<file path="config.mk">
export PLATFORM = sky130hd
export DESIGN_NAME = imem_loader
export DESIGN_NICKNAME = d
export VERILOG_FILES = /design/src/rtl/imem_loader_pkg.sv /design/src/rtl/imem_loader_word_packer.sv /design/src/rtl/imem_loader.sv
export SDC_FILE = /design/constraint.sdc
export NUM_CORES = 1
export LEC_CHECK = 0
export CAP_MARGIN = 25
export CORE_ASPECT_RATIO = 1.25
export CORE_MARGIN = 8
export CORE_UTILIZATION = 49
export CTS_BUF_LIST = sky130_fd_sc_hd__clkbuf_8
export CTS_CLUSTER_SIZE = 40
export DETAILED_ROUTE_END_ITERATION = 10
export PLACE_DENSITY = 0.81
export SLEW_MARGIN = 20
export SYNTH_ARGS = -nofsm -noshare
export SYNTH_HDL_FRONTEND = slang
export SYNTH_SLANG_ARGS = --single-unit
</file>
<file path="constraint.sdc">
create_clock -name clock -period 5.1 [get_ports clock]
set_input_delay 1.02 -clock clock [delete_from_list [all_inputs] [get_ports clock]]
set_output_delay 1.02 -clock clock [all_outputs]
set_load 0.02 [all_outputs]
</file>
<file path="src/rtl/imem_loader_pkg.sv">
// Shared types and constants for the instruction-memory loader.
package imem_loader_pkg;

    // Loader FSM states.
    typedef enum logic [2:0] {
        IDLE   = 3'd0,
        HDR_HI = 3'd1,
        HDR_LO = 3'd2,
        DATA   = 3'd3,
        WRITE  = 3'd4,
        DONE   = 3'd5,
        ERROR  = 3'd6
    } state_t;

    // Stream framing: 16-bit word-count header, then 4 bytes per word.
    localparam int HDR_BYTES      = 2;
    localparam int BYTES_PER_WORD = 4;
    localparam int BYTE_CNT_W     = $clog2(BYTES_PER_WORD);

    // True in the states that accept bytes from the stream.
    function automatic logic accepts_bytes(input state_t s);
        return (s == HDR_HI) || (s == HDR_LO) || (s == DATA);
    endfunction

endpackage

</file>
<file path="src/rtl/imem_loader_word_packer.sv">
// Packs a byte stream into 32-bit big-endian words; the first byte lands in [31:24].
module word_packer
    import imem_loader_pkg::*;
(
    input  logic        clock,
    input  logic        reset_n,
    input  logic        shift_en,
    input  logic        clear,
    input  logic [7:0]  byte_in,
    output logic [31:0] word,
    output logic        word_full
);

    logic [31:0]           r_word;
    logic [BYTE_CNT_W-1:0] r_cnt;

    // Shift register and byte counter; a start clears any stale partial word.
    always_ff @(posedge clock or negedge reset_n) begin
        if (!reset_n) begin
            r_word <= '0;
            r_cnt  <= '0;
        end else if (clear) begin
            r_word <= '0;
            r_cnt  <= '0;
        end else if (shift_en) begin
            r_word <= {r_word[23:0], byte_in};
            r_cnt  <= r_cnt + BYTE_CNT_W'(1);
        end
    end

    // The accepted byte completes the word; the counter wraps back to 0 by itself.
    assign word_full = shift_en && (r_cnt == BYTE_CNT_W'(BYTES_PER_WORD - 1));
    assign word      = r_word;

endmodule

</file>
<file path="src/rtl/imem_loader.sv">
// Boot loader: receives a length-prefixed byte stream, writes it into instruction
// memory word by word from address 0, and releases the core only after a full load.
module imem_loader
    import imem_loader_pkg::*;
#(
    parameter int DEPTH  = 64,
    parameter int ADDR_W = 32
) (
    input  logic              clock,
    input  logic              reset_n,
    input  logic              start,
    input  logic              byte_valid,
    input  logic [7:0]        byte_data,
    output logic              byte_ready,
    output logic              imem_we,
    output logic [ADDR_W-1:0] imem_addr,
    output logic [31:0]       imem_wdata,
    output logic              core_reset_n,
    output logic              busy,
    output logic              done,
    output logic              error
);

    localparam int          IDX_W    = (DEPTH > 1) ? $clog2(DEPTH) : 1;
    localparam logic [15:0] DEPTH_16 = 16'(DEPTH);

    state_t            r_state;
    logic [7:0]        r_hdr_hi;
    logic [15:0]       r_last_idx;
    logic [IDX_W-1:0]  r_word_idx;
    logic              r_byte_ready;
    logic              r_imem_we;
    logic              r_core_reset_n;
    logic              r_busy;
    logic              r_done;
    logic              r_error;

    state_t            w_next;
    logic              w_xfer;
    logic              w_start_go;
    logic              w_shift;
    logic [15:0]       w_hdr_n;
    logic              w_last_word;
    logic              w_word_full;
    logic [31:0]       w_word;
    logic              w_byte_ready_nx;
    logic              w_imem_we_nx;
    logic              w_core_reset_n_nx;
    logic              w_busy_nx;
    logic              w_done_nx;
    logic              w_error_nx;

    // A byte moves only when the registered ready is high, so ready=0 masks valid.
    assign w_xfer      = byte_valid & r_byte_ready;
    assign w_start_go  = start && ((r_state == IDLE) || (r_state == DONE) || (r_state == ERROR));
    assign w_shift     = w_xfer && (r_state == DATA);
    assign w_hdr_n     = {r_hdr_hi, byte_data};
    assign w_last_word = (16'(r_word_idx) == r_last_idx);

    word_packer u_packer (
        .clock     (clock),
        .reset_n   (reset_n),
        .shift_en  (w_shift),
        .clear     (w_start_go),
        .byte_in   (byte_data),
        .word      (w_word),
        .word_full (w_word_full)
    );

    // Next-state logic plus next values of the registered control outputs.
    always_comb begin
        w_next = r_state;
        unique case (r_state)
            IDLE:    if (start) w_next = HDR_HI;
            HDR_HI:  if (w_xfer) w_next = HDR_LO;
            HDR_LO: begin
                if (w_xfer) begin
                    // 16-bit compare so a non-zero high byte can never alias a legal count.
                    if ((w_hdr_n == 16'd0) || (w_hdr_n > DEPTH_16)) w_next = ERROR;
                    else                                            w_next = DATA;
                end
            end
            DATA:    if (w_word_full) w_next = WRITE;
            WRITE:   w_next = w_last_word ? DONE : DATA;
            DONE:    if (start) w_next = HDR_HI;
            ERROR:   if (start) w_next = HDR_HI;
            default: w_next = IDLE;
        endcase

        w_byte_ready_nx   = accepts_bytes(w_next);
        w_busy_nx         = accepts_bytes(w_next) || (w_next == WRITE);
        w_imem_we_nx      = (w_next == WRITE);
        w_done_nx         = (w_next == DONE);
        w_error_nx        = (w_next == ERROR);
        w_core_reset_n_nx = (w_next == DONE);
    end

    // State register and registered outputs, all decoded from the next state.
    always_ff @(posedge clock or negedge reset_n) begin
        if (!reset_n) begin
            r_state        <= IDLE;
            r_byte_ready   <= 1'b0;
            r_imem_we      <= 1'b0;
            r_core_reset_n <= 1'b0;
            r_busy         <= 1'b0;
            r_done         <= 1'b0;
            r_error        <= 1'b0;
        end else begin
            r_state        <= w_next;
            r_byte_ready   <= w_byte_ready_nx;
            r_imem_we      <= w_imem_we_nx;
            r_core_reset_n <= w_core_reset_n_nx;
            r_busy         <= w_busy_nx;
            r_done         <= w_done_nx;
            r_error        <= w_error_nx;
        end
    end

    // Header capture; the last word index is kept instead of N to simplify the end test.
    always_ff @(posedge clock or negedge reset_n) begin
        if (!reset_n) begin
            r_hdr_hi   <= '0;
            r_last_idx <= '0;
        end else begin
            if (w_xfer && (r_state == HDR_HI)) r_hdr_hi <= byte_data;
            if (w_xfer && (r_state == HDR_LO)) r_last_idx <= w_hdr_n - 16'd1;
        end
    end

    // Word index: restarts on each load, advances after every non-final write.
    always_ff @(posedge clock or negedge reset_n) begin
        if (!reset_n) begin
            r_word_idx <= '0;
        end else if (w_start_go) begin
            r_word_idx <= '0;
        end else if ((r_state == WRITE) && !w_last_word) begin
            r_word_idx <= r_word_idx + IDX_W'(1);
        end
    end

    assign byte_ready   = r_byte_ready;
    assign imem_we      = r_imem_we;
    assign imem_addr    = ADDR_W'({r_word_idx, 2'b00});
    assign imem_wdata   = w_word;
    assign core_reset_n = r_core_reset_n;
    assign busy         = r_busy;
    assign done         = r_done;
    assign error        = r_error;

endmodule

</file>
==> Word level (Yosys, flattened, before mapping) <==
Index checks and enable logic that the tools add are counted.
{ "totals": {"word_cells": 61, "regBits": 72, "input_bits": 12} }
{ "op_classes": {"n_mux": 13, "n_addsub": 3, "eq_ne": 14, "magnitude_cmp": 1, "n_reduce_logical": 18, "n_bitwise": 1} }
{ "op_table": {"columns": ["op", "n"], "rows": [
  ["$mux W32", 2],
  ["$eq A3 B3 Y1 const B", 6],
  ["$mux W3", 6],
  ["$eq A6 B16 Y1", 1],
  ["$gt A16 B7 Y1 const B", 1],
  ["$logic_not A16 Y1", 1],
  ["$sub A16 B1 Y16 const B", 1],
  ["$pmux W3 S5", 1],
  ["$eq A3 B2 Y1 const B", 4],
  ["$mux W6", 2],
  ["$add A6 B1 Y6 const B", 1],
  ["$eq A3 B1 Y1 const B", 2],
  ["$logic_and A1 B1 Y1", 6],
  ["$logic_or A1 B1 Y1", 6],
  ["$mux W2", 2],
  ["$reduce_bool A2 Y1", 2],
  ["$logic_not A3 Y1", 1],
  ["$reduce_or A3 Y1", 1],
  ["$add A2 B1 Y2 const B", 1],
  ["$eq A2 B2 Y1 const B", 1],
  ["$and A1 B1 Y1", 1],
  ["$logic_not A1 Y1", 1]
]} }

==> Longest topological paths before layout <==
{ "logic_depth": {"word_depth": 9, "depth_mapped": 8, "mapped_depth_nobuf": 8} }

==> Hierarchy <==
Synthesis repeated with hierarchy kept, for this count alone.
{ "unflattened": {"cells_unflattened": 343, "hier_area_um2": 3565.9} }
{ "modules_own_cells": {"columns": ["module", "cells_each", "area_each_um2", "n_inst"], "rows": [
  ["imem_loader", 231, 2138.3, 1],
  ["word_packer", 112, 1427.6, 1]
]} }

==> Worst setup path after synthesis <==
OpenSTA, ideal clock, no wires.
{ "synth_path": {"path_kind": "input port to flip-flop", "startpoint": "input byte_data[5]", "endpoint": "register r_last_idx[15]", "slack_ns": 2.530, "stages": 5, "arrival_ns": 2.441, "setup_ns": 0.129, "path_cell_list": "or3_4 > or4b_4 > or3_1 > xor2_1 > o21ai_2"} }
{ "synth_between": {"elab_chain_len": 1} }
{ "synth_lines": {"columns": ["element", "line_no", "rtl"], "rows": [
  ["start, declared", "imem_loader.sv:13", "input logic [7:0] byte_data,"],
  ["$sub A16 B1 Y16", "imem_loader.sv:126", "if (w_xfer && (r_state == HDR_LO)) r_last_idx <= w_hdr_n - 16'd1;"],
  ["end signal, assigned", "imem_loader.sv:126", null],
  ["end, declared", "imem_loader.sv:29", "logic [15:0] r_last_idx;"]
]} }
No other way between the ends.
A chain may end at the register's enable or synchronous reset.

==> Final worst setup path <==
{ "layout_path": {"startpoint": "input byte_valid", "endpoint": "register r_error, in the netlist error"} }
{ "layout_between": {"elab_chain_len": 6, "elab_cells_between_ends": 8, "classes_between": "eq/ne: 1; mux: 4; bitwise: 1; reduce/logical: 2"} }
{ "layout_lines": {"columns": ["element", "line_no", "rtl"], "rows": [
  ["start, declared", "imem_loader.sv:12", "input logic byte_valid,"],
  ["$and A1 B1 Y1 *", "imem_loader.sv:54", "assign w_xfer = byte_valid & r_byte_ready;"],
  ["$logic_and A1 B1 Y1", "imem_loader.sv:56", "assign w_shift = w_xfer && (r_state == DATA);"],
  ["$logic_and A1 B1 Y1", "imem_loader_word_packer.sv:32", "assign word_full = shift_en && (r_cnt == BYTE_CNT_W'(BYTES_PER_WORD - 1));"],
  ["$mux W3", "imem_loader.sv:83", "DATA: if (w_word_full) w_next = WRITE;"],
  ["$pmux W3 S5 *", "imem_loader.sv:73", "unique case (r_state)"],
  ["via w_next[2]", "imem_loader.sv:38", "state_t w_next;"],
  ["$eq A3 B3 Y1 *", "imem_loader.sv:94", "w_error_nx = (w_next == ERROR);"],
  ["via w_error_nx", "imem_loader.sv:51", "logic w_error_nx;"],
  ["end signal, assigned", "imem_loader.sv:115", "r_error <= w_error_nx;"],
  ["end, declared", "imem_loader.sv:36", "logic r_error;"]
]} }
Mark *: on every way through the listed nets, which the timed path passes. The rest lies on a longest branch.

==> flow_summary.yaml <==
synthesis:
  synth-seq-cells: 72
  synth_area_mm2: 0.00347
  yosysWarnings: 0
  synth_flop_cell: "dfrtp_1"
  ys_seq_area_share_pct: 52.0
  netlist_instances: 370
  syn_area_per_cell_um2: 9.37
  ys_types: 38
  synth_edf_count: 0
  synthArstFlopShare_pct: 100
floorplanning:
  io_pins: 82
  die_area_mm2: 0.0100
  fp.dieH_um: 110
  die_w_um: 91.2
  initial_utilization_pct: 50.3
  num_rows: 34
  core-area_mm2: 0.00689
setup_path:
  cp_data_required_time_ns: 5.35
  crit_type: "in -> reg"
  crit_path_end_kind: "flop"
  crit_arrival_ns: 3.15
  crit_fanout: 34
  startpoint_type: "input port"
power:
  p_per_area_mw_per_mm2: 553
  vdd_ir_drop_max_v: 0.000257
  power_leakage_uw: 0.00183
global_route:
  grt_pass1_wl_um: 12600
  grt_pass1_vias: 2556
  grt_max_degree: 45
  antenna_found_initial: 0
  grt_overflow: 0
  track_usage_pct: 15.6
hold_path:
  hp-class: "reg -> reg"
clock_network:
  clock-sinks: 72
  cts_buffer_depth: 2
  htree_levels: 3
  clk_pin_slew_ns: 0.07
  post_cts_resized: 0
  postCtsSetupBuffers: 0
  clkLatencyLatePin_ns: 0.34
  cts-root-buf: "clkbuf_8"
  cts_made_buffers: 9
  hold_buffers: 0
  cts_tree: "yes"
placed_design:
  dp_hpwl_um: 5520
  globalplace.congestion: 0.884
  portBuffers: 55
  dpl_worst_slack_ns: 1.89
outcome:
  status: "finished, final reports clean"
timing:
  fin_skew_ns: 0.0126
  rsz0062_at_grt: "no"
  setup_viol: 0
  fmax_mhz: 345
  setup_ws_ns: 2.20
  tns_ns: 0
  final-hold-violation-count: 0
  drv_slew: 0
  timing.final.crit_period_ns: 2.90
  period_share_pct: 56.8
  maxSlewHeadroom_pct: 37.6
  worst-slew-pin-transition_ns: 0.936
  hold_slack_ns: 0.484
drt:
  wl_um: 7630
  final_antenna_net_count: 0
  drt_iter0_drc: 151
  drc: 0
  vias: 2588
  viasPerCell: 5.03
  wl_per_cell_um: 14.8
  drtPass1Iterations: 4
layout:
  final_util_pct: 60.8
  drive_gt1_share_pct: 8.47
  fillCellCount: 595
  syn2layout_area_growth_pct: 20.8
  num-nets-final: 436
  multi_input_area_mm2: 0.00148
  n_antenna_cell: 0
  register_area_mm2: 0.00180
job:
  drv_cap: 0
## placed cells by master, fill, tap and decap left out, types with 2 or more instances in the layout
cell	netlist	routed
buf_4	27	3
xor2_1	15	15
o21ai_0	14	14
nand2_1	89	89
nor3_1	3	3
or3_1	5	5
and3_1	2	2
a31oi_1	4	4
bufinv_16	0	2
nor2_2	0	2
nand2b_1	6	6
inv_1	5	6
a21oi_1	34	34
clkbuf_8	0	9
dfrtp_1	72	72
mux2_2	8	8
nor4_1	4	4
clkinv_2	0	3
o21ai_1	5	5
ha_1	4	4
conb_1	1	26
xnor2_1	12	12
clkdlybuf4s50_1	0	54
nand3_1	4	4
nor2_1	22	20
nand4_1	2	2
## layout make-up
type	instances	share of cell area, %
Timing Repair Buffer	58	13.6
Multi-Input combinational cell	274	35.2
Clock inverter	7	2.09
Sequential cell	72	43.0
Clock buffer	9	2.96
Inverter	5	0.448
Tap cell	90	2.69
## synthesized netlist by cell type (2+ instances only)
cell type / count / share of area (%)
nand2_1: 89 / 9.6
mux2_2: 8 / 2.6
a31oi_1: 4 / 0.72
nand2b_1: 6 / 1.1
o21ai_0: 14 / 2.0
or3_1: 5 / 0.90
clkbuf_1: 15 / 1.6
nor2_1: 22 / 2.4
a21oi_1: 34 / 4.9
dfrtp_1: 72 / 52
nand3_1: 4 / 0.58
buf_4: 27 / 5.8
ha_1: 4 / 1.4
buf_2: 2 / 0.29
xor2_1: 15 / 3.8
xnor2_1: 12 / 3.0
inv_1: 5 / 0.54
o21ai_1: 5 / 0.72
and3_1: 2 / 0.36
nor4_1: 4 / 0.72
nor3_1: 3 / 0.43
nand4_1: 2 / 0.36
## flip-flops by register name, indices dropped and copies added (netlist names), 2 cells and up
| signal | flops |
|---|---|
| u_packer.word | 32 |
| r_last_idx | 16 |
| r_hdr_hi | 8 |
| r_word_idx | 6 |
| r_state | 3 |
| u_packer.r_cnt | 2 |
## worst paths after layout
kind,cells after the start,slack (ns),endpoint,startpoint
max,6,2.20,error,byte_valid
min,2,0.48,r_last_idx[15],r_last_idx[15]
max reg2reg,5,2.87,error,r_state[1]
min reg2reg,2,0.48,r_last_idx[15],r_last_idx[15]
max in group asynchronous,2,3.39,byte_ready,reset_n
min in group asynchronous,1,0.71,r_hdr_hi[6],reset_n
## stage by stage
| step | power, µW | instances | instance area, µm² |
|---|---|---|---|
| after global placement | 1820 | 499 | 3980 |
| after global routing | 2470 | 515 | 4190 |
| after detailed placement | 1850 | 499 | 3980 |
| after floorplan | 1520 | 395 | 3560 |
| final | 2320 | 515 | 4190 |
| after CTS | 2330 | 515 | 4190 |
## worst max-delay path, cell delays in order
cell and delay [ns]:
clkdlybuf4s50_1 0.52, nand3_1 0.17, or3_1 0.74, nand2b_1 0.30, o211ai_1 0.18, nor3b_1 0.23
## routing by layer
layer  part of all wire (%)  track usage (%)  vias up
met1                     41             18.3     1231
li1                       -                -     1269
met2                     51             25.6       76
met5                      0                0        -
met3                    6.1             5.49       12
met4                    2.0             6.92        0
## kinds of logic (layout without fill, tap and decap cells)
| group | Yosys count | count (layout) | synth area share [%] |
|---|---|---|---|
| AO/OA/AOI/OAI | 62 | 62 | 9.57 |
| XOR/XNOR | 27 | 27 | 6.82 |
| adder cells (fa/ha/maj) | 4 | 4 | 1.44 |
| buffers and inverters | 49 | 79 | 8.30 |
| flip-flops | 72 | 72 | 52.0 |
| multiplexers | 9 | 9 | 2.89 |
| other | 1 | 26 | 0.108 |
| AND/OR/NAND/NOR | 146 | 146 | 18.9 |
## where the power goes
group	switching, µW	internal [µW]	total [µW]	leakage [µW]
logic	499	379	878	0.000772
clock network	207	272	479	0.000114
registers	186	773	959	0.000946
total	892	1420	2320	0.00183
Note: power is estimated with default switching activity, not from simulation.
